===== src/rtl/data_mem_reader.sv =====
// data_mem_reader
// Walks a contiguous range of data-RAM addresses after a start pulse and
// streams each word out over a valid/ready handshake. Each word takes a
// FETCH cycle (address presented), a LATCH cycle (RAM output captured) and
// at least one SEND cycle (offered until accepted). The RAM is never written.
module data_mem_reader #(
  parameter int WIDTH      = 12,
  parameter int DEPTH      = 4096,
  parameter int ADDR_WIDTH = $clog2(DEPTH)
) (
  input  logic                  clk_i,
  input  logic                  rst_i,
  input  logic                  start_i,
  input  logic [ADDR_WIDTH-1:0] base_addr_i,
  input  logic [ADDR_WIDTH:0]   count_i,
  output logic [ADDR_WIDTH-1:0] mem_addr_o,
  input  logic [WIDTH-1:0]      mem_dataIn_i,
  output logic [WIDTH-1:0]      tx_data_o,
  output logic                  tx_valid_o,
  input  logic                  tx_ready_i,
  output logic                  busy_o,
  output logic                  done_o
);

  typedef enum logic [2:0] {
    IDLE,
    FETCH,
    LATCH,
    SEND,
    DONE
  } state_e;

  // A count larger than the RAM is clamped so no word is sent twice.
  localparam logic [ADDR_WIDTH:0]   DepthCount = (ADDR_WIDTH+1)'(DEPTH);
  localparam logic [ADDR_WIDTH:0]   OneCount   = (ADDR_WIDTH+1)'(1);
  localparam logic [ADDR_WIDTH-1:0] LastAddr   = ADDR_WIDTH'(DEPTH - 1);

  state_e                state_q, state_d;
  logic [ADDR_WIDTH-1:0] addr_q, addr_d;
  logic [ADDR_WIDTH:0]   remaining_q, remaining_d;
  logic [WIDTH-1:0]      txData_q, txData_d;

  // State, address, word counter and offered word registers.
  always_ff @(posedge clk_i or posedge rst_i) begin
    if (rst_i) begin
      state_q     <= IDLE;
      addr_q      <= '0;
      remaining_q <= '0;
      txData_q    <= '0;
    end else begin
      state_q     <= state_d;
      addr_q      <= addr_d;
      remaining_q <= remaining_d;
      txData_q    <= txData_d;
    end
  end

  // Next-state logic: sequence each word through FETCH, LATCH and SEND.
  always_comb begin
    state_d     = state_q;
    addr_d      = addr_q;
    remaining_d = remaining_q;
    txData_d    = txData_q;
    case (state_q)
      IDLE: begin
        if (start_i) begin
          addr_d      = base_addr_i;
          remaining_d = (count_i > DepthCount) ? DepthCount : count_i;
          state_d     = (count_i == '0) ? DONE : FETCH;
        end
      end
      FETCH: begin
        state_d = LATCH;
      end
      LATCH: begin
        txData_d = mem_dataIn_i;
        state_d  = SEND;
      end
      SEND: begin
        if (tx_ready_i) begin
          remaining_d = remaining_q - OneCount;
          if (remaining_q == OneCount) begin
            state_d = DONE;
          end else begin
            addr_d  = (addr_q == LastAddr) ? '0 : addr_q + 1'b1;
            state_d = FETCH;
          end
        end
      end
      DONE: begin
        state_d = IDLE;
      end
      default: begin
        state_d = IDLE;
      end
    endcase
  end

  // The address register drives the RAM directly, so it stays stable
  // through LATCH and SEND and only advances after a transfer.
  assign mem_addr_o = addr_q;
  assign tx_data_o  = txData_q;
  assign tx_valid_o = (state_q == SEND);
  assign busy_o     = (state_q != IDLE);
  assign done_o     = (state_q == DONE);

endmodule


===== config.mk =====
export PLATFORM = sky130hd
export DESIGN_NAME = data_mem_reader
export DESIGN_NICKNAME = d
export VERILOG_FILES = /design/src/rtl/data_mem_reader.sv
export SDC_FILE = /design/constraint.sdc
export NUM_CORES = 1
export LEC_CHECK = 0
export ABC_AREA = 1
export BUFFER_PORTS_ARGS = -buffer_cell sky130_fd_sc_hd__buf_2
export CORE_MARGIN = 2
export CORE_UTILIZATION = 48
export DETAILED_ROUTE_END_ITERATION = 10
export GPL_TIMING_DRIVEN = 0
export HOLD_SLACK_MARGIN = 0.05
export PLACE_DENSITY = 0.83
export SETUP_SLACK_MARGIN = 0.5
export SLEW_MARGIN = 20
export SYNTH_ARGS = -nofsm -noshare
export SYNTH_HDL_FRONTEND = slang
export SYNTH_SLANG_ARGS = --single-unit

===== constraint.sdc =====
create_clock -name clk_i -period 1.5 [get_ports clk_i]
set_input_delay 0.375 -clock clk_i [delete_from_list [all_inputs] [get_ports clk_i]]
set_output_delay 0.375 -clock clk_i [all_outputs]
set_load 0.02 [all_outputs]

==> impl_metrics.py, run 1 <==
metrics = {
    "routing": {
        "wl_per_cell_um": 22.69,
        "drt-total-wl_mm": 12.71,
        "drtAntennaViolNets": 0,
        "vias": 3559,
        "initialDrtViolationCount": 662,
        "drc_errors": 0,
        "drt-pass1-iter-count": 9,
        "vias_per_cell": 6.355,
    },
    "global_route": {
        "antenna_found_initial": 0,
        "grt_pass1_vias": 3349,
        "grt_pass1_wl_mm": 17.28,
        "track_usage_pct": 37.54,
        "grt_overflow": 0,
        "grt_start_max_net_pins": 41,
    },
    "die": {
        "dieWidth_um": 77.51,
        "die-area_um2": 6008,
        "floorplan.rows": 26,
        "io-pin-count": 68,
        "initial_core_util_pct": 50.15,
        "die_h_um": 77.51,
        "core_area_um2": 5172,
    },
    "worst_setup_path": {
        "crit_fanout": 5,
        "startpoint_type": "register",
        "crit_type": "reg2reg",
        "r2r-start": "remaining_q[6]$_DFFE_PP0P_",
        "reg2reg_to": "mem_addr_o[0]$_DFFE_PP0P_",
        "crit_required_ns": 1.71,
        "cp-end-kind": "register",
        "worstPathArrival_ns": 2.24,
        "r2r_slack_ns": -0.53,
        "reg2reg_depth": 10,
    },
    "clocking": {
        "clock_path_buffers": 2,
        "tritoncts": "yes",
        "clk_pin_slew_ns": 0.11,
        "cts_max_level": 2,
        "ctsHoldBuffers": 0,
        "root_buffer": "clkbuf_8",
        "clock-sinks": 40,
        "cts_buffers": 5,
        "clk_latency_ns": 0.33,
    },
    "cells_and_area": {
        "final.fill_count": 234,
        "post-route-util_pct": 83.74,
        "drive_above_1_share_pct": 51.63,
        "mostFrequentLayoutCells": "nand2_1, buf_6, buf_2, nor2_1, buf_4",
        "nets": 533,
        "final_common_cell": "nand2_1",
        "area_delta_synth_final_pct": 67.00,
        "final_cell_area_um2": 4332,
        "diodes": 0,
    },
    "synthesis": {
        "avgSynthCellArea_um2": 7.225,
        "seq_area_frac_synth_pct": 38.59,
        "synth.distinct_cells": 32,
        "synthCells": 359,
        "synth_nets": 403,
        "ys_ff_latch": 40,
        "yosysWarnings": 0,
        "synth_edf_count": 0,
        "syn_area_um2": 2594,
        "async_flop_share_pct": 100.0,
        "synthFlopType": "dfrtp_1",
    },
    "sta": {
        "final-setup-viol-count": 40,
        "fin_crit_ns": 2.030,
        "final.setup.worst_slack_ns": -0.5299,
        "fin_crit_sh_pct": 135.3,
        "fin_skew_ns": 0.02191,
        "slew_headroom_pct": 37.55,
        "rsz0062_at_grt": "true",
        "hold_viol_final": 0,
        "worst_pin_slew_ns": 0.9348,
        "max_clock_freq_ghz": 0.4926,
        "slew_violations": 0,
    },
    "min_path": {
        "hold_class": "in2async",
    },
    "power": {
        "ir_drop_mv": 1.796,
        "leakagePower_nw": 2.153,
        "p_per_area_nw_per_um2": 2722,
    },
    "status": {
        "status": "finished with violations",
        "violations": "negative setup slack",
    },
    "placed_design": {
        "dp_slack_ns": -0.1870,
        "gp_congestion": 0.8760,
        "port_buffers": 67,
        "hpwl_mm": 4.682,
        "placedInstanceArea_um2": 3073,
    },
    "run": {
        "cap_viol_max_count": 0,
    },
}
-- how the worst max path moves through the flow --
stage                                      to                        from  slack (ns)
finish              mem_addr_o[0]$_DFFE_PP0P_  remaining_q[6]$_DFFE_PP0P_       -0.53
global route        mem_addr_o[0]$_DFFE_PP0P_  remaining_q[5]$_DFFE_PP0P_       -0.54
CTS                                    busy_o      state_q[0]$_DFFE_PP0P_       -0.13
detailed placement  mem_addr_o[6]$_DFFE_PP0P_  remaining_q[8]$_DFFE_PP0P_       -0.19
global placement    mem_addr_o[8]$_DFFE_PP0P_      state_q[1]$_DFFE_PP0P_       -0.15
floorplan           mem_addr_o[4]$_DFFE_PP0P_   mem_addr_o[0]$_DFFE_PP0P_        0.06
-- stage by stage --
stage	instances	setup TNS, ns	hold slack, ns	power (mW)
global placement	496	-1.230	0.4829	6.158
global route	560	-10.70	0.2668	12.16
CTS	548	-1.536	0.2775	9.889
detailed placement	496	-1.798	0.4891	6.307
finish	560	-9.912	0.2285	11.79
floorplan	359	0	0.3537	5.226
-- cells by family (layout without fill, tap and decap cells) --
logic type / after synthesis / in the layout / share of synthesized area, %
simple gates: 232 / 232 / 39.85
buf+inv: 41 / 172 / 6.850
flops: 40 / 40 / 38.59
compound gates: 27 / 27 / 6.705
mux: 12 / 12 / 5.210
xor+xnor: 4 / 4 / 1.351
fa+ha+maj: 3 / 3 / 1.447
-- layout make-up --
type	count	area (um2)	share of cell area [%]
inverter	32	138.9	3.206
clock inverter	3	46.29	1.069
sequential	40	1012	23.37
tap	70	87.58	2.022
buffer	9	86.33	1.993
timing repair buffer	123	1052	24.29
clock buffer	5	68.82	1.589
multi-input combinational	278	1839	42.46
-- cell usage after synthesis, types with 4 or more instances --
master	n	area (um2)
nand4_1	4	25.02
nand3b_1	4	30.03
o21ai_0	7	35.03
nand2_1	113	424.2
xor2_1	4	35.03
mux2_2	12	135.1
buf_2	8	40.04
nand2_2	6	37.54
dfrtp_1	40	1001
a21oi_1	7	35.03
inv_1	29	108.9
nor2_1	54	202.7
nand3_1	41	205.2
o21ai_2	5	43.79
-- layer usage --
metal / track usage [%] / part of all wire (%) / vias to the layer above
li1: - / - / 1413
met1: 42.60 / 33 / 1661
met2: 62.00 / 45 / 360
met3: 10.00 / 12 / 125
met4: 24.82 / 8.8 / 0
met5: 0 / 0 / -
-- registers in the layout, indices dropped and copies added (netlist names) --
register / cells
tx_data_o: 12
remaining_q: 13
mem_addr_o: 12
state_q: 3
-- critical path: stages (launching register included) --
cell and delay (ns):
dfrtp_1 0.47, nor2_1 0.20, nand2_2 0.14, nor2_1 0.32
nand3b_1 0.23, nand2_4 0.15, inv_6 0.05, buf_6 0.11
buf_8 0.13, nand2_2 0.06, o21ai_2 0.05
-- what timing repair did --
item                                    in CTS  in global routing
pin swaps                                   31                 15
gates resized for setup                    144                 59
cloned                                       3                  0
buffers inserted                            41                 12
endpoints found under the setup margin      67                 67
-- power breakdown --
part | total (mW) | internal, mW | switching [mW]
clock | 0.982 | 0.503 | 0.480
combinational | 8.54 | 3.90 | 4.64
sequential | 2.27 | 1.63 | 0.637
Power figures use the tool's default switching activity.
==> run 2, diff against run 1 <==
--- a/config.mk
+++ b/config.mk
@@ -8,11 +8,11 @@
 export ABC_AREA = 1
 export BUFFER_PORTS_ARGS = -buffer_cell sky130_fd_sc_hd__buf_2
 export CORE_MARGIN = 2
-export CORE_UTILIZATION = 48
+export CORE_UTILIZATION = 53
 export DETAILED_ROUTE_END_ITERATION = 10
 export GPL_TIMING_DRIVEN = 0
 export HOLD_SLACK_MARGIN = 0.05
-export PLACE_DENSITY = 0.83
+export PLACE_DENSITY = 0.86
 export SETUP_SLACK_MARGIN = 0.5
 export SLEW_MARGIN = 20
 export SYNTH_ARGS = -nofsm -noshare
==> constraint.sdc (replaced) <==
create_clock -name clk_i -period 2 [get_ports clk_i]
set_input_delay 0.5 -clock clk_i [delete_from_list [all_inputs] [get_ports clk_i]]
set_output_delay 0.5 -clock clk_i [all_outputs]
set_load 0.02 [all_outputs]
==> run 2 against run 1 <==
  * The flow now finishes without violations
  * Non-clock buffer count shrank 13
  * Via count fell by 11%
  * Worst setup slack improved by 0.75 ns
  * Routed wire length is 23% lower
  * Critical path depth fell by 7
  * Combinational power decreased by 37%
  * Total power shrank 34%
  * Largest power group unchanged
  * Largest cell class unchanged
  * Clock power fell by 28%
  * Sequential power decreased by 26%
==> impl_metrics.py, run 2 (synthesis results as in run 1) <==
metrics = {
    "clocking": {
        "clock_path_buffers": 2,
        "cts_max_level": 2,
        "ctsHoldBuffers": 0,
        "tritoncts": "yes",
        "root_buffer": "clkbuf_8",
        "clock-sinks": 40,
        "cts_buffers": 5,
        "clk_latency_ns": 0.31,
        "clk_pin_slew_ns": 0.09,
    },
    "routing": {
        "drtAntennaViolNets": 0,
        "initialDrtViolationCount": 446,
        "vias_per_cell": 5.827,
        "met1_length_mm": 3.590,
        "vias": 3170,
        "drc_errors": 0,
        "wl_per_cell_um": 18.03,
        "highest_layer": "met4",
        "met2WireLength_mm": 4.784,
        "drt-total-wl_mm": 9.806,
        "drt-pass1-iter-count": 8,
        "met3_length_um": 866,
    },
    "cells_and_area": {
        "nets": 520,
        "fin_cells": 544,
        "post-route-util_pct": 83.68,
        "drive_above_1_share_pct": 44.65,
        "mostFrequentLayoutCells": "nand2_1, buf_2, nor2_1, nand3_1, dfrtp_1",
        "diodes": 0,
        "largest_register_ff_count": 13,
        "area_delta_synth_final_pct": 52.39,
        "regMostFlops": "remaining_q",
        "final_common_cell": "nand2_1",
    },
    "placed_design": {
        "port_buffers": 67,
        "gp_congestion": 0.8775,
        "placedCellCount": 494,
        "dp_slack_ns": 0.2966,
        "hpwl_mm": 4.816,
    },
    "die": {
        "core_area_um2": 4723,
        "die_h_um": 73.96,
        "io-pin-count": 68,
        "floorplan.rows": 25,
        "die-area_um2": 5469,
        "initial_core_util_pct": 54.91,
        "dieWidth_um": 73.96,
    },
    "worst_setup_path": {
        "startpoint_type": "register",
        "r2r-start": "state_q[1]$_DFFE_PP0P_",
        "crit_required_ns": 1.50,
        "path_delay_family": "flip-flops",
        "endpoint": "done_o",
        "startpoint": "state_q[1]$_DFFE_PP0P_",
        "critPathSlowestCell": "dfrtp_2",
        "critPathBufInv": 2,
        "cp-end-kind": "output port",
        "crit_chain": "buf_6, nor3_4, buf_6",
        "crit_top_cell": "buf_6",
        "worstPathArrival_ns": 1.28,
        "r2r_slack_ns": 0.25,
        "cp_slowest_stage_delay_ns": 0.49,
        "crit_type": "reg2out",
        "reg2reg_to": "mem_addr_o[9]$_DFFE_PP0P_",
        "crit_cells": 3,
        "crit_fanout": 4,
        "reg2reg_depth": 10,
    },
    "run": {
        "cap_viol_max_count": 0,
    },
    "power": {
        "ir_drop_mv": 1.193,
        "p_per_area_nw_per_um2": 1960,
        "leakagePower_nw": 2.050,
    },
    "global_route": {
        "antenna_found_initial": 0,
        "track_usage_pct": 29.63,
        "grt_overflow": 0,
        "grt_pass1_wl_mm": 12.59,
        "grt_pass1_vias": 2776,
        "grt_start_max_net_pins": 23,
    },
    "sta": {
        "worst_pin_slew_ns": 0.4313,
        "max_clock_freq_ghz": 0.5616,
        "fin_crit_ns": 1.781,
        "final-setup-viol-count": 0,
        "hold_viol_final": 0,
        "fin_tns_setup_ns": 0,
        "slew_violations": 0,
        "final.setup.worst_slack_ns": 0.2194,
        "fin_crit_sh_pct": 89.03,
        "rsz0062_at_grt": "true",
        "slew_headroom_pct": 71.21,
        "fin_skew_ns": 0.01372,
    },
    "min_path": {
        "hold_class": "in2async",
    },
    "status": {
        "status": "complete, no violations",
    },
}
-- run 2: changes by cell type in the layout (fill, tap and decap cells not counted), sizes merged --
| cell | delta |
|---|---|
| inv | -1 |
| buf | -16 |
| clkinvlp | -2 |
| clkbuf | +3 |
| clkinv | +3 |
-- run 2: how the worst min path moves through the flow --
stage,cells past startpoint,end,start
floorplan,2,remaining_q[12]$_DFFE_PP0P_,remaining_q[12]$_DFFE_PP0P_
finish,2,tx_data_o[8]$_DFFE_PP0N_,rst_i
detailed placement,1,tx_data_o[2]$_DFFE_PP0N_,tx_data_o[2]$_DFFE_PP0N_
global route,2,tx_data_o[8]$_DFFE_PP0N_,rst_i
CTS,2,tx_data_o[8]$_DFFE_PP0N_,rst_i
global placement,1,tx_data_o[5]$_DFFE_PP0N_,tx_data_o[5]$_DFFE_PP0N_
-- run 2: routing by layer --
layer | GRT usage [%] | vias to the layer above
met3 | 5.962 | 71
met4 | 13.13 | 0
met5 | 0 | -
li1 | - | 1391
met2 | 51.29 | 238
met1 | 35.70 | 1470
-- run 2: report_power, final --
| part | leakage [nW] | total (mW) | internal, mW | switching, mW |
|---|---|---|---|---|
| clock | 0.0583 | 0.708 | 0.376 | 0.332 |
| sequential | 0.478 | 1.68 | 1.22 | 0.456 |
| combinational | 1.51 | 5.36 | 2.44 | 2.92 |
-- run 2: stage by stage --
stage	hold slack [ns]	power, mW	cell area [um2]
CTS	0.1914	6.206	3517
floorplan	0.4710	3.834	2601
global route	0.2038	8.076	3953
finish	0.1695	7.748	3953
global placement	0.4830	4.541	3020
detailed placement	0.4876	4.657	3048
-- run 2: repair_timing --
item,in CTS,in global routing
gates resized for setup,42,90
buffers inserted,25,14
pin swaps,14,26
cloned,1,2
endpoints found under the setup margin,35,44
-- run 2: final cells by class --
class	count	area (um2)
tap	67	83.83
sequential	40	1010
inverter	32	130.1
clock buffer	5	68.82
fill	231	770.7
clock inverter	3	47.55
multi-input combinational	278	1695
buffer	9	97.59
timing repair buffer	110	819.5
==> run 3, diff against run 2 <==
--- a/config.mk
+++ b/config.mk
@@ -6,13 +6,14 @@
 export NUM_CORES = 1
 export LEC_CHECK = 0
 export ABC_AREA = 1
-export BUFFER_PORTS_ARGS = -buffer_cell sky130_fd_sc_hd__buf_2
 export CORE_MARGIN = 2
-export CORE_UTILIZATION = 53
+export CORE_UTILIZATION = 60
+export CTS_CLUSTER_DIAMETER = 120
 export DETAILED_ROUTE_END_ITERATION = 10
+export DONT_BUFFER_PORTS = 1
 export GPL_TIMING_DRIVEN = 0
 export HOLD_SLACK_MARGIN = 0.05
-export PLACE_DENSITY = 0.86
+export PLACE_DENSITY = 0.82
 export SETUP_SLACK_MARGIN = 0.5
 export SLEW_MARGIN = 20
 export SYNTH_ARGS = -nofsm -noshare
==> run 3 against run 2 <==
  * Worst setup slack better by 0.068 ns
  * Sequential share of layout area grew 3.9 points
  * Non-clock buffer count shrank 80
  * Hold slack gained 0.16 ns
  * Largest cell class unchanged
  * Highest routed layer is now met5
==> impl_metrics.py, run 3 (synthesis results as in run 1) <==
metrics = {
    "cells_and_area": {
        "nets": 440,
        "drive_above_1_share_pct": 35.01,
        "mostFrequentLayoutCells": "nand2_1, nor2_1, nand3_1, dfrtp_1, inv_1",
        "diodes": 0,
        "regMostFlops": "remaining_q",
        "area_delta_synth_final_pct": 33.09,
        "final_common_cell": "nand2_1",
        "final.fill_count": 219,
        "largest_register_ff_count": 13,
    },
    "clocking": {
        "cts_buffers": 5,
        "tritoncts": "yes",
        "clk_latency_ns": 0.31,
        "clock_path_buffers": 2,
        "cts_max_level": 2,
        "clock-sinks": 40,
        "clk_pin_slew_ns": 0.09,
        "root_buffer": "clkbuf_8",
    },
    "sta": {
        "fin_tns_setup_ns": 0,
        "max_clock_freq_ghz": 0.5839,
        "final-setup-viol-count": 0,
        "fin_crit_sh_pct": 85.63,
        "slew_violations": 0,
        "slew_headroom_pct": 71.80,
        "fin_crit_ns": 1.713,
        "worst_pin_slew_ns": 0.4231,
        "hold_viol_final": 0,
        "rsz0062_at_grt": "true",
        "fin_skew_ns": 0.006110,
    },
    "routing": {
        "drt-total-wl_mm": 8.206,
        "initialDrtViolationCount": 349,
        "drtAntennaViolNets": 0,
        "drc_errors": 0,
        "vias_per_cell": 6.121,
        "wl_per_cell_um": 18.36,
        "vias": 2736,
        "drt-pass1-iter-count": 5,
    },
    "die": {
        "dieWidth_um": 69.75,
        "die-area_um2": 4865,
        "die_h_um": 69.75,
        "core_area_um2": 4086,
        "floorplan.rows": 23,
        "initial_core_util_pct": 63.47,
        "io-pin-count": 68,
    },
    "power": {
        "leakagePower_nw": 1.640,
        "totalPowerFinal_mw": 6.752,
        "ir_drop_mv": 1.269,
        "p_per_area_nw_per_um2": 1956,
    },
    "placed_design": {
        "port_buffers": 0,
        "gp_congestion": 0.8593,
        "hpwl_mm": 4.640,
    },
    "min_path": {
        "min_from": "mem_dataIn_i[8]",
        "hold_class": "in2reg",
    },
    "worst_setup_path": {
        "r2r-start": "state_q[0]$_DFFE_PP0P_",
        "critPathSlowestCell": "dfrtp_2",
        "crit_chain": "buf_6, nor3_4",
        "crit_fanout": 4,
        "crit_type": "reg2out",
        "startpoint": "state_q[0]$_DFFE_PP0P_",
        "worstPathArrival_ns": 1.21,
        "startpoint_type": "register",
        "crit_required_ns": 1.50,
        "cp_slowest_stage_delay_ns": 0.48,
        "cp-end-kind": "output port",
    },
    "global_route": {
        "grt_pass1_vias": 2454,
        "track_usage_pct": 28.22,
        "antenna_found_initial": 0,
        "grt_start_max_net_pins": 28,
        "grt_pass1_wl_mm": 11.03,
        "grt_overflow": 0,
    },
    "run": {
        "cap_viol_max_count": 0,
    },
    "status": {
        "status": "complete, no violations",
    },
}
[run 3: stage by stage]
step           instances  cell area (um2)  hold slack, ns  setup slack [ns]  util, %
2_1_floorplan        359             2601          0.4710            0.5123        -
3_3_place_gp         409             2664          0.4905            0.1501    65.19
3_5_place_dp         410             2684          0.3643            0.2674    65.68
4_1_cts              427             2929          0.3356            0.3365    71.68
5_1_grt              447             3452          0.3150            0.2583    84.48
6_report             447             3452          0.3282            0.2875    84.48
[run 3: what timing repair did]
item	in CTS	in global routing
hold buffers	1	0
setup buffers	8	16
pin swaps	3	37
setup endpoints to repair	35	39
endpoints found under the hold margin	13	0
gates resized for setup	19	88
cloned	0	4
[run 3: layout make-up]
type	instances	area (um2)	area share, %
tap	50	62.56	1.812
multi-input combinational	278	1684	48.79
clock buffer	5	68.82	1.993
timing repair buffer	30	340.3	9.859
inverter	32	132.6	3.842
sequential	40	1016	29.43
clock inverter	3	47.55	1.377
buffer	9	100.1	2.900
[run 3: worst paths after layout]
kind                                          endpoint  slack, ns  cells after the start
setup / recovery                                done_o       0.29                      2
hold / removal                tx_data_o[8]$_DFFE_PP0N_       0.33                      1
setup reg to reg             mem_addr_o[5]$_DFFE_PP0P_       0.36                     10
hold reg to reg            remaining_q[12]$_DFFE_PP0P_       0.55                      2
max in group asynchronous    mem_addr_o[0]$_DFFE_PP0P_       0.93                      3
min in group asynchronous    tx_data_o[11]$_DFFE_PP0N_       0.60                      2
[run 3: worst max-delay path, delay by kind of cell, from the launching register on]
| family | cells | cell delay, ns |
|---|---|---|
| buffers and inverters | 1 | 0.15 |
| DFF | 1 | 0.48 |
| and+or+nand+nor | 1 | 0.27 |
[run 3: report_power, final]
part | switching [mW] | total [mW] | internal (mW) | leakage [nW]
combinational | 2.19 | 4.03 | 1.84 | 1.11
sequential | 0.781 | 2.01 | 1.23 | 0.471
clock | 0.335 | 0.711 | 0.376 | 0.0583
total | 3.31 | 6.75 | 3.45 | 1.64
[run 3: per-layer routing]
metal	global-route usage [%]	wire, um
met3	8.576	719
met1	35.01	3070
met2	47.97	4110
met5	0	16
met4	7.479	289
